### src/rtl/fetch_ctrl.sv
// fetch_ctrl: PC owner and fetch/execute sequencer for the single-cycle core.
// Ports: clk, rst (async active-low); imem request/response handshake;
//   inst/inst_valid to decode, exec_done/redirect/branch_target/halt_req
//   back from execute; pc, retired_cnt, halted, err status.
module fetch_ctrl #(
    parameter logic [31:0] RESET_PC = 32'h8000_0000,
    parameter int unsigned TIMEOUT  = 16
) (
    input  logic        clk,
    input  logic        rst,
    output logic        imem_req_valid,
    input  logic        imem_req_ready,
    output logic [31:0] imem_addr,
    input  logic        imem_rsp_valid,
    input  logic [31:0] imem_rsp_data,
    output logic [31:0] inst,
    output logic        inst_valid,
    input  logic        exec_done,
    input  logic        redirect,
    input  logic [31:0] branch_target,
    input  logic        halt_req,
    output logic [31:0] pc,
    output logic [31:0] retired_cnt,
    output logic        halted,
    output logic        err
);

    typedef enum logic [2:0] {
        IDLE,
        REQ,
        WAIT,
        EXEC,
        HALT
    } state_t;

    // Last counter value before the wait limit fires; unused when disabled.
    localparam logic [15:0] TMO_LAST =
        (TIMEOUT == 0) ? 16'd0 : 16'(TIMEOUT - 1);
    localparam bit TMO_EN = (TIMEOUT != 0);

    state_t      state_q, state_d;
    logic [31:0] pc_q, pc_d;
    logic [31:0] addr_q, addr_d;
    logic        req_q, req_d;
    logic [31:0] inst_q, inst_d;
    logic        ivld_q, ivld_d;
    logic [31:0] ret_q, ret_d;
    logic        halted_q, halted_d;
    logic        err_q, err_d;
    logic [15:0] tmo_q, tmo_d;

    logic [31:0] pc_next;
    logic        tgt_misal;

    assign tgt_misal = (branch_target[1:0] != 2'b00);
    assign pc_next   = redirect ? branch_target : (pc_q + 32'd4);

    always_ff @(posedge clk or negedge rst) begin
        if (!rst) begin
            state_q  <= IDLE;
            pc_q     <= RESET_PC;
            addr_q   <= 32'd0;
            req_q    <= 1'b0;
            inst_q   <= 32'd0;
            ivld_q   <= 1'b0;
            ret_q    <= 32'd0;
            halted_q <= 1'b0;
            err_q    <= 1'b0;
            tmo_q    <= 16'd0;
        end else begin
            state_q  <= state_d;
            pc_q     <= pc_d;
            addr_q   <= addr_d;
            req_q    <= req_d;
            inst_q   <= inst_d;
            ivld_q   <= ivld_d;
            ret_q    <= ret_d;
            halted_q <= halted_d;
            err_q    <= err_d;
            tmo_q    <= tmo_d;
        end
    end

    always_comb begin
        state_d  = state_q;
        pc_d     = pc_q;
        addr_d   = addr_q;
        req_d    = req_q;
        inst_d   = inst_q;
        ivld_d   = ivld_q;
        ret_d    = ret_q;
        halted_d = halted_q;
        err_d    = err_q;
        tmo_d    = tmo_q;

        unique case (state_q)
            IDLE: begin
                state_d = REQ;
                req_d   = 1'b1;
                addr_d  = pc_q;
            end

            REQ: begin
                // Request stays up until accepted; address held in addr_q.
                if (req_q && imem_req_ready) begin
                    state_d = WAIT;
                    req_d   = 1'b0;
                    tmo_d   = 16'd0;
                end
            end

            WAIT: begin
                if (imem_rsp_valid) begin
                    state_d = EXEC;
                    inst_d  = imem_rsp_data;
                    ivld_d  = 1'b1;
                end else if (TMO_EN && (tmo_q == TMO_LAST)) begin
                    state_d  = HALT;
                    err_d    = 1'b1;
                    halted_d = 1'b1;
                end else begin
                    tmo_d = tmo_q + 16'd1;
                end
            end

            EXEC: begin
                if (exec_done) begin
                    ret_d  = ret_q + 32'd1;
                    ivld_d = 1'b0;
                    if (halt_req) begin
                        state_d  = HALT;
                        halted_d = 1'b1;
                    end else if (redirect && tgt_misal) begin
                        state_d  = HALT;
                        err_d    = 1'b1;
                        halted_d = 1'b1;
                    end else begin
                        state_d = REQ;
                        pc_d    = pc_next;
                        addr_d  = pc_next;
                        req_d   = 1'b1;
                    end
                end
            end

            HALT: begin
                req_d = 1'b0;
            end

            default: begin
                state_d = IDLE;
                req_d   = 1'b0;
            end
        endcase
    end

    assign imem_req_valid = req_q;
    assign imem_addr      = addr_q;
    assign inst           = inst_q;
    assign inst_valid     = ivld_q;
    assign pc             = pc_q;
    assign retired_cnt    = ret_q;
    assign halted         = halted_q;
    assign err            = err_q;

endmodule

### config.mk
export PLATFORM = sky130hd
export DESIGN_NAME = fetch_ctrl
export DESIGN_NICKNAME = d
export VERILOG_FILES = /design/src/rtl/fetch_ctrl.sv
export SDC_FILE = /design/constraint.sdc
export NUM_CORES = 1
export LEC_CHECK = 0
export BUFFER_PORTS_ARGS = -buffer_cell sky130_fd_sc_hd__buf_2
export CORE_MARGIN = 3
export CORE_UTILIZATION = 32
export DETAILED_ROUTE_END_ITERATION = 7
export MAX_ROUTING_LAYER = met4
export SLEW_MARGIN = 0
export SYNTH_ARGS = -nofsm -noshare
export SYNTH_HDL_FRONTEND = slang
export SYNTH_SLANG_ARGS = --single-unit
### constraint.sdc
create_clock -name clk -period 2.5 [get_ports clk]
set_input_delay 0.125 -clock clk [delete_from_list [all_inputs] [get_ports clk]]
set_output_delay 0.125 -clock clk [all_outputs]
set_load 0.03 [all_outputs]
; ---- Yosys cells after proc, flatten, opt, wreduce, memory -nomap -nowiden
; Index checks and enable logic that the tools add are counted.
[totals]
rom_bits = 0
ram_bits = 0
n_memories = 0
reg_bits = 151
elab_cells = 83
input_bits = 71
latchBits = 0
[classes]
reduce_logical = 17
shift = 0
magnitude_cmp = 0
n_mul = 0
n_eq_ne = 16
add_sub_neg = 3
n_div = 0
bitwise_logic = 4
n_mux = 33
[op_table]
columns = op, n
row1 = 32-bit two-way mux, 4
row2 = 32-bit one-hot mux with 2 select lines, 1
row3 = 16-bit two-way mux, 3
row4 = "32-bit by 1-bit adder with 32-bit output, second input constant", 1
row5 = "32-bit by 3-bit adder with 32-bit output, second input constant", 1
row6 = 16-bit one-hot mux with 2 select lines, 1
row7 = 3-bit two-way mux, 6
row8 = "2-bit inequality test, second input constant", 9
row9 = "16-bit by 1-bit adder with 16-bit output, second input constant", 1
row10 = "16-bit by 4-bit equality test with 1-bit output, second input constant", 1
row11 = 4-bit AND reduction, 4
row12 = 3-bit one-hot mux with 5 select lines, 1
row13 = 1-bit two-way mux, 13
row14 = 5-bit AND reduction, 2
row15 = 2-bit nonzero test, 4
row16 = "3-bit by 2-bit equality test with 1-bit output, second input constant", 2
row17 = "3-bit inequality test, second input constant", 2
row18 = 1-bit one-hot mux with 2 select lines, 3
row19 = 6-bit AND reduction, 1
row20 = 1-bit NOT, 4
row21 = 1-bit one-hot mux with 4 select lines, 1
row22 = 2-bit AND reduction, 2
row23 = "3-bit by 1-bit equality test with 1-bit output, second input constant", 1
row24 = "3-bit equality test, second input constant", 1
row25 = other kinds (3), 4

; ---- Depth between registers and ports, before layout
; Gate-level depths: netlist of the first run.
[logic_depth]
word_depth = 6
ltp_mapped = 8
ltp_nobuf = 6

; ---- Worst setup path after synthesis of the first run
; OpenSTA, ideal clock, no wires.
[synth_timing]
path_kind = reg-to-reg
start = register pc_q[2] (netlist: pc[2])
end = register addr_q[28] (netlist: imem_addr[28])
arrival_time_ns = 2.219
n_path_buf = 1
path_stages_with_launch = 8
setup_time_ns = 0.078
slack_ns = 0.203
path_cell_list = dfrtp_1 > ha_1 > nand2_1 > or4_4 > buf_6 > o41a_1 > a21oi_1 > o21bai_1
[synth_via]
elab_chain_cells = 6
[synth_rtl]
columns = item, line_no
row1 = start: declaration, 42  ; logic [31:0] pc_q, pc_d;
row2 = start signal: assignment, 72  ; pc_q <= pc_d;
row3 = 32-bit by 3-bit adder with 32-bit output, 56  ; assign pc_next = redirect ? branch_target : (pc_q + 32'd4);
row4 = 32-bit two-way mux, 56
row5 = 32-bit two-way mux, 133  ; end else if (redirect && tgt_misal) begin
row6 = 32-bit two-way mux, 130  ; if (halt_req) begin
row7 = 32-bit two-way mux, 127  ; if (exec_done) begin
row8 = 32-bit one-hot mux with 2 select lines, 96  ; unique case (state_q)
row9 = end signal: assignment, 73  ; addr_q <= addr_d;
row10 = end: declaration, 43  ; logic [31:0] addr_q, addr_d;
; No other way between the ends. The select of a mux whose other input is x is not followed.
; A chain may end at the register's enable or synchronous reset.

; ---- Final worst setup path of the first run
[layout_timing]
start = register tmo_q[0]
end = register tmo_q[14]
[layout_via]
elab_chain_cells = 4
word_cells_on_any_way = 7
[layout_rtl]
columns = item, line_no
row1 = start: declaration, 50  ; logic [15:0] tmo_q, tmo_d;
row2 = start signal: assignment, 80  ; tmo_q <= tmo_d;
row3 = 16-bit by 1-bit adder with 16-bit output, 122  ; tmo_d = tmo_q + 16'd1;
row4 = 16-bit two-way mux, 117  ; end else if (TMO_EN && (tmo_q == TMO_LAST)) begin
row5 = 16-bit two-way mux, 113  ; if (imem_rsp_valid) begin
row6 = 16-bit one-hot mux with 2 select lines, 96
; Several ways; a longest one is shown, not always the timed one. The select of a mux whose other input is x is not followed.

==> key figures, run 1 <==
STA
  – Hold Fails Final Rpt: 0
  – Tcrit/Tclk final: 91.86%
  – Tightest Pin Transition: 0.6885 ns
  – Hold slack: 0.01466 ns
  – RSZ-0062 raised after global routing: false
  – Max Transition Viols Final: 0
  – Final setup viols: 0
  – Setup tns final: 0 ns
  – Final clock skew: 0.01326 ns
  – Max Freq: 0.4355 GHz
  – Rel. slew slack: 54.05%
  – Minimum clock period: 2.296 ns

Clock network
  – Reg clk slew, reported paths: 0.07 ns
  – CTS Hold Bufs: 46
  – Clk root buf: clkbuf_16
  – Clk sinks: 151
  – TritonCTS clock tree: done
  – Post-CTS sizing: 0
  – Worst-Skew Late Latency: 0.43 ns
  – H-tree Lvls: 4
  – Post-CTS Repair Setup Buffers: 0
  – Clk buf depth: 2
  – CTS buffer count: 17

Pwr
  – Psw: 5.045 mW
  – Internal power: 6.187 mW
  – Flop pwr share: 34.7%
  – Worst IR drop on VDD: 0.0005937 V
  – Lkg Pwr: 4.646 nW
  – Pwr/cell area: 1108 nW/um^2
  – Clock share of power: 22.8%
  – Combinational power share: 42.5%
  – Switching share of power: 44.92%

Route
  – Avg Vias per Cell: 5.175
  – DR WL/cell: 17.34 um
  – DRT iter0 DRCs: 550
  – TritonRoute pass-1 iters: 5
  – WL final: 23,460 um
  – Vias: 7,002
  – Antenna violation net count after detailed routing: 0
  – Residual DRC: 0

Logic synthesis
  – Main area contributors after synthesis: dfrtp_1 49%, mux2_2 4.8%, xnor2_1 3.5%, nand2_1 3.5%, a21oi_1 2.9%
  – Ys flop type: dfrtp_1
  – Seq cells post-synth: 151
  – Count of different cell masters after synthesis: 70
  – EDFF count, synth: 0
  – Synthesized instance count: 779
  – Seq/Total Area, Yosys: 49.03%
  – Async S/R FF share, synth: 100.0%
  – Post-synth top area share: 48.69%
  – Synthesis Warnings: 0
  – Yosys top cell by area: dfrtp_1
  – Post-Syn Nets: 853
  – Netlist Area Pre-Place: 7709 sq um
  – Syn_area_per_cell: 9.896 sq um

Global routing
  – Number of global-route vias before repair: 6,889
  – Total gr overflow: 0
  – Initial antenna violation count: 1
  – Global-route wire length before repair: 37,900 um
  – All-layer global routing usage: 18.57%
  – GR peak layer: met2
  – Routing usage on met3: 4.027%
  – M2 GR Usage: 29.44%
  – GR Layer Usage met1: 24.21%
  – Largest net degree at the start of global routing: 56

Hold path
  – Worst hold path type: input pin to flip-flop
  – Hold endpoint: pc[18]
  – Hold depth: 3
  – Hold_sp: branch_target[18]

Critical path
  – R2R Setup Slk: 0.20 ns
  – Worst-path maximum fanout: 13
  – Worst path required time: 2.85 ns
  – Reg2Reg Depth: 6
  – Max stage delay on crit path: 0.50 ns
  – Kind of critical path: flip-flop to flip-flop
  – Reg2reg start: tmo_q[0]
  – R2r endpoint: tmo_q[14]
  – Critical Path Source Type: flip-flop
  – CP max stage cell: or4_1
  – Arr. time, crit path: 2.65 ns
  – Worst-path cell chain: ha_1 -> and3_1 -> and4_1 -> o31a_1 -> or4_1 -> a21oi_1
  – Setup crit end kind: flip-flop

Floorplanning
  – Die Span Y: 161.2 um
  – FP Rows: 56
  – Initial Util: 32.74%
  – Die X: 161.2 um
  – Die Area: 25,990 sq um
  – Number of I/O pins: 203
  – CORE AREA: 23,540 sq um

Cells and area
  – Layout Nets: 1,094
  – Leading cell type in the layout, fill and taps excluded: buf_2
  – Most frequent cells in the layout: 201 x buf_2, 150 x dfrtp_1, 72 x nand2_1, 54 x nor2_1, 46 x dlygate4sd3_1
  – Fraction of layout cells with a size suffix above 1: 30.20%
  – Fillcell total: 2,337
  – Fin cells: 1,353
  – Area Overhead vs Synth: 31.55%

Status
  – Status: completed

Run
  – Max-Cap Viols: 0

Placed design
  – Placed insts: 1,274
  – DP HPWL: 16,480 um
  – Final Wtd Congestion: 0.8670
  – Number of port buffers: 202
[cells in the mapped netlist (all sizes together), types with 3 or more instances]
library cell  number
o221ai             4
a311oi             4
a21o               5
or4                9
clkbuf            34
and4              12
nor4              15
a31oi              4
o21a               3
nor2              56
o21ai             39
nand3             35
buf               20
o22a               3
a221o              5
and2               8
mux2              33
mux2i             10
ha                 3
nor2b              4
nor3              15
nand2b             8
xor2              13
o211ai            11
or3                6
a22oi              7
o22ai             10
xnor2             31
and3              13
a21oi             45
o31ai             15
a21boi             5
o31a               4
nand4             27
dfrtp            150
nand2             72
inv               14
[cells by family after synthesis]
group / Yosys count / share of synthesized area [%]
DFF: 151 / 49.03
xor gates and xnor gates: 44 / 4.999
adders and majority gates: 3 / 0.4870
AOI/OAI and AO/OA: 179 / 15.16
muxes: 43 / 6.119
and+or+nand+nor: 291 / 19.92
buffers and inverters: 68 / 4.285
[worst max path at each step]
stage             start       endpoint  slack (ns)  cells past startpoint
5_1_grt        tmo_q[0]      tmo_q[14]        0.07                      6
4_1_cts        tmo_q[0]       tmo_q[6]        0.22                      6
3_3_place_gp   tmo_q[0]      tmo_q[14]        0.28                      6
2_1_floorplan     pc[2]  imem_addr[28]        0.20                      7
3_5_place_dp   tmo_q[0]       tmo_q[6]        0.24                      6
6_report       tmo_q[0]      tmo_q[14]        0.20                      6
[power groups by stage]
stage / logic (mW) / registers, mW / clock network [mW]
final: 4.77 / 3.90 / 2.56
after global routing: 5.15 / 4.03 / 2.73
after CTS: 4.81 / 3.90 / 2.62
after detailed placement: 4.75 / 3.93 / 0
after global placement: 4.71 / 3.90 / 0
after floorplan: 1.97 / 5.14 / 0
[metrics by stage]
step | power, mW | setup WS [ns] | instance area (sq um) | util, %
floorplan | 7.110 | 0.2029 | 7709 | -
global placement | 8.609 | 0.2802 | 9106 | 38.68
detailed placement | 8.675 | 0.2390 | 9106 | 38.68
CTS | 11.32 | 0.2195 | 10140 | 43.06
global route | 11.91 | 0.06506 | 10140 | 43.08
finish | 11.23 | 0.2036 | 10140 | 43.08
[critical path: cells and delay by family, from the launching register on]
family | cells | cell delay [ns]
compound gates | 2 | 0.59
fa+ha+maj | 1 | 0.25
flops | 1 | 0.42
simple gates | 3 | 0.96
[layout make-up]
type	instances	area (sq um)	area share [%]
Inverter	14	52.55	0.5182
Tap cell	319	399.1	3.936
Clock buffer	17	425.4	4.195
Clock inverter	15	146.4	1.444
Timing Repair Buffer	276	1725	17.01
Multi-Input combinational cell	560	3610	35.60
Sequential cell	151	3780	37.27
Antenna cell	1	2.502	0.02468
[sequential cells by signal, summed over array words and instances, names as in the netlist]
name	count
state_q	3
inst	32
inst_valid	1
tmo_q	16
imem_req_valid	1
err	1
retired_cnt	32
halted	1
imem_addr	32
pc	32
[routing by layer]
| layer | up-vias | share of wire, % | wire (um) |
|---|---|---|---|
| met1 | 3403 | 44 | 10410 |
| met3 | 30 | 6.2 | 1459 |
| met4 | 0 | 1.6 | 381 |
| met2 | 218 | 48 | 11200 |
| met5 | - | 0 | 0 |
| li1 | 3351 | - | - |
Note: power is estimated with default switching activity, not from simulation.
==> run 2: changes to the inputs <==
--- a/config.mk
+++ b/config.mk
@@ -8,8 +8,10 @@
 export BUFFER_PORTS_ARGS = -buffer_cell sky130_fd_sc_hd__buf_2
 export CORE_MARGIN = 3
 export CORE_UTILIZATION = 32
+export CTS_CLUSTER_DIAMETER = 60
 export DETAILED_ROUTE_END_ITERATION = 7
 export MAX_ROUTING_LAYER = met4
+export REMOVE_ABC_BUFFERS = 1
 export SLEW_MARGIN = 0
 export SYNTH_ARGS = -nofsm -noshare
 export SYNTH_HDL_FRONTEND = slang
==> run 2 against run 1 <==
  * Non-clock buffer count fell by 4
  * Core utilization up 0.12 points
  * Critical endpoint is now tmo_q[6]
  * Sequential share of layout area is 0.11 points lower
==> key figures, run 2 (synthesis gave the netlist of run 1 again) <==
Status
  – Status: completed

Global routing
  – Initial antenna violation count: 0
  – Number of global-route vias before repair: 6,710
  – Total gr overflow: 0
  – Largest net degree at the start of global routing: 77
  – All-layer global routing usage: 18.29%
  – Global-route wire length before repair: 37,240 um

Critical path
  – Arr. time, crit path: 2.58 ns
  – Setup crit end kind: flip-flop
  – Kind of critical path: flip-flop to flip-flop
  – Worst path required time: 2.84 ns
  – CP max stage cell: or4_1
  – Max stage delay on crit path: 0.51 ns
  – Critical Path Source Type: flip-flop
  – Worst-path cell chain: ha_1 -> and3_1 -> and4_1 -> o31a_1 -> or4_1 -> a21oi_1
  – Worst-path maximum fanout: 13

Placed design
  – DP HPWL: 16,270 um
  – Number of port buffers: 202
  – Placed instance area: 9111 sq um
  – Final Wtd Congestion: 0.8804
  – Post-Place Worst Slack: 0.2650 ns

Pwr
  – Lkg Pwr: 4.657 nW
  – Worst IR drop on VDD: 0.0005927 V
  – Pwr/cell area: 1123 nW/um^2
  – Overall power: 11.42 mW

STA
  – Final clock skew: 0.009748 ns
  – Hold Fails Final Rpt: 0
  – Minimum clock period: 2.242 ns
  – Final setup viols: 0
  – Tcrit/Tclk final: 89.69%
  – Setup ws final: 0.2579 ns
  – Max Freq: 0.4460 GHz
  – Max Transition Viols Final: 0
  – Rel. slew slack: 50.56%
  – Setup tns final: 0 ns
  – RSZ-0062 raised after global routing: false
  – Tightest Pin Transition: 0.7416 ns

Floorplanning
  – Die X: 161.2 um
  – Die Span Y: 161.2 um
  – Die Area: 25,990 sq um
  – Number of I/O pins: 203
  – Initial Util: 32.74%
  – FP Rows: 56
  – CORE AREA: 23,540 sq um

Clock network
  – Clk root buf: clkbuf_16
  – Reg clk slew, reported paths: 0.06 ns
  – Post-CTS sizing: 0
  – H-tree Lvls: 4
  – CTS buffer count: 17
  – TritonCTS clock tree: done
  – Clk sinks: 151
  – Clk buf depth: 2
  – Worst-Skew Late Latency: 0.42 ns

Route
  – TritonRoute pass-1 iters: 5
  – Residual DRC: 0
  – DRT iter0 DRCs: 541
  – DR WL/cell: 17.18 um
  – Avg Vias per Cell: 5.188
  – WL final: 23,160 um
  – Vias: 6,993
  – Antenna violation net count after detailed routing: 0

Cells and area
  – Final core utilization: 43.20%
  – Fraction of layout cells with a size suffix above 1: 30.13%
  – Post-route cell area: 10,170 sq um
  – Area Overhead vs Synth: 31.93%
  – Leading cell type in the layout, fill and taps excluded: buf_2
  – Layout Nets: 1,090
  – Most frequent cells in the layout: 201 x buf_2, 150 x dfrtp_1, 72 x nand2_1, 54 x nor2_1, 45 x a21oi_1
  – Ant diodes: 0

Run
  – Max-Cap Viols: 0

Hold path
  – Worst hold path type: input pin to flip-flop
[run 2: cell types whose count changed in the layout (fill, tap and decap cells not counted), sizes merged]
cell and delta:
buf -1, diode -1, dlygate4sd3 -3, clkbuf +2
bufinv +3, inv -5
[run 2: per-stage QoR]
| step | hold WS (ns) | std cells |
|---|---|---|
| finish | 0.01578 | 1348 |
| global placement | 0.2298 | 1273 |
| floorplan | -0.1706 | 725 |
| CTS | 0.0007369 | 1348 |
| global route | 0.01656 | 1348 |
| detailed placement | 0.2280 | 1273 |
[run 2: timing repair]
item	in CTS	in global routing
endpoints found under the hold margin	118	0
setup buffers	0	0
setup endpoints to repair	0	0
hold buffers	43	0
[run 2: layout make-up]
cell class              instances  area [sq um]
inverters                      14         52.55
clock inverters                13         185.2
clock buffers                  19         442.9
repair buffers                272          1700
fillers                      2304         13370
well taps                     319         399.1
flip-flops and latches        151          3780
multi-input cells             560          3610
[run 2: per-layer routing]
layer | vias up | wire, um | track usage [%]
met1 | 3391 | 10590 | 24.52
met5 | - | 0 | -
li1 | 3332 | - | -
met2 | 248 | 10760 | 28.30
met4 | 0 | 361 | 4.889
met3 | 22 | 1459 | 3.924
[run 2: worst paths after layout]
kind,from,endpoint,slack (ns),depth (start not counted)
max,tmo_q[0],tmo_q[6],0.26,6
min,branch_target[0],imem_addr[0],0.02,3
max reg2reg,tmo_q[0],tmo_q[6],0.26,6
min reg2reg,retired_cnt[31],retired_cnt[31],0.47,1
max in group asynchronous,rst,retired_cnt[2],1.48,3
min in group asynchronous,rst,imem_addr[14],0.32,2
[run 2: critical path, delay by kind of cell, from the launching register on]
kind / cells / cell delay [ns]
adder cells (fa/ha/maj): 1 / 0.25
AO/OA/AOI/OAI: 2 / 0.57
AND/OR/NAND/NOR: 3 / 0.95
flip-flops: 1 / 0.41
[run 2: power breakdown]
group	switching [mW]	total, mW	internal (mW)	leakage [nW]
clock network	1.13	2.77	1.64	0.303
logic	3.08	4.71	1.63	2.44
registers	0.732	3.94	3.21	1.91
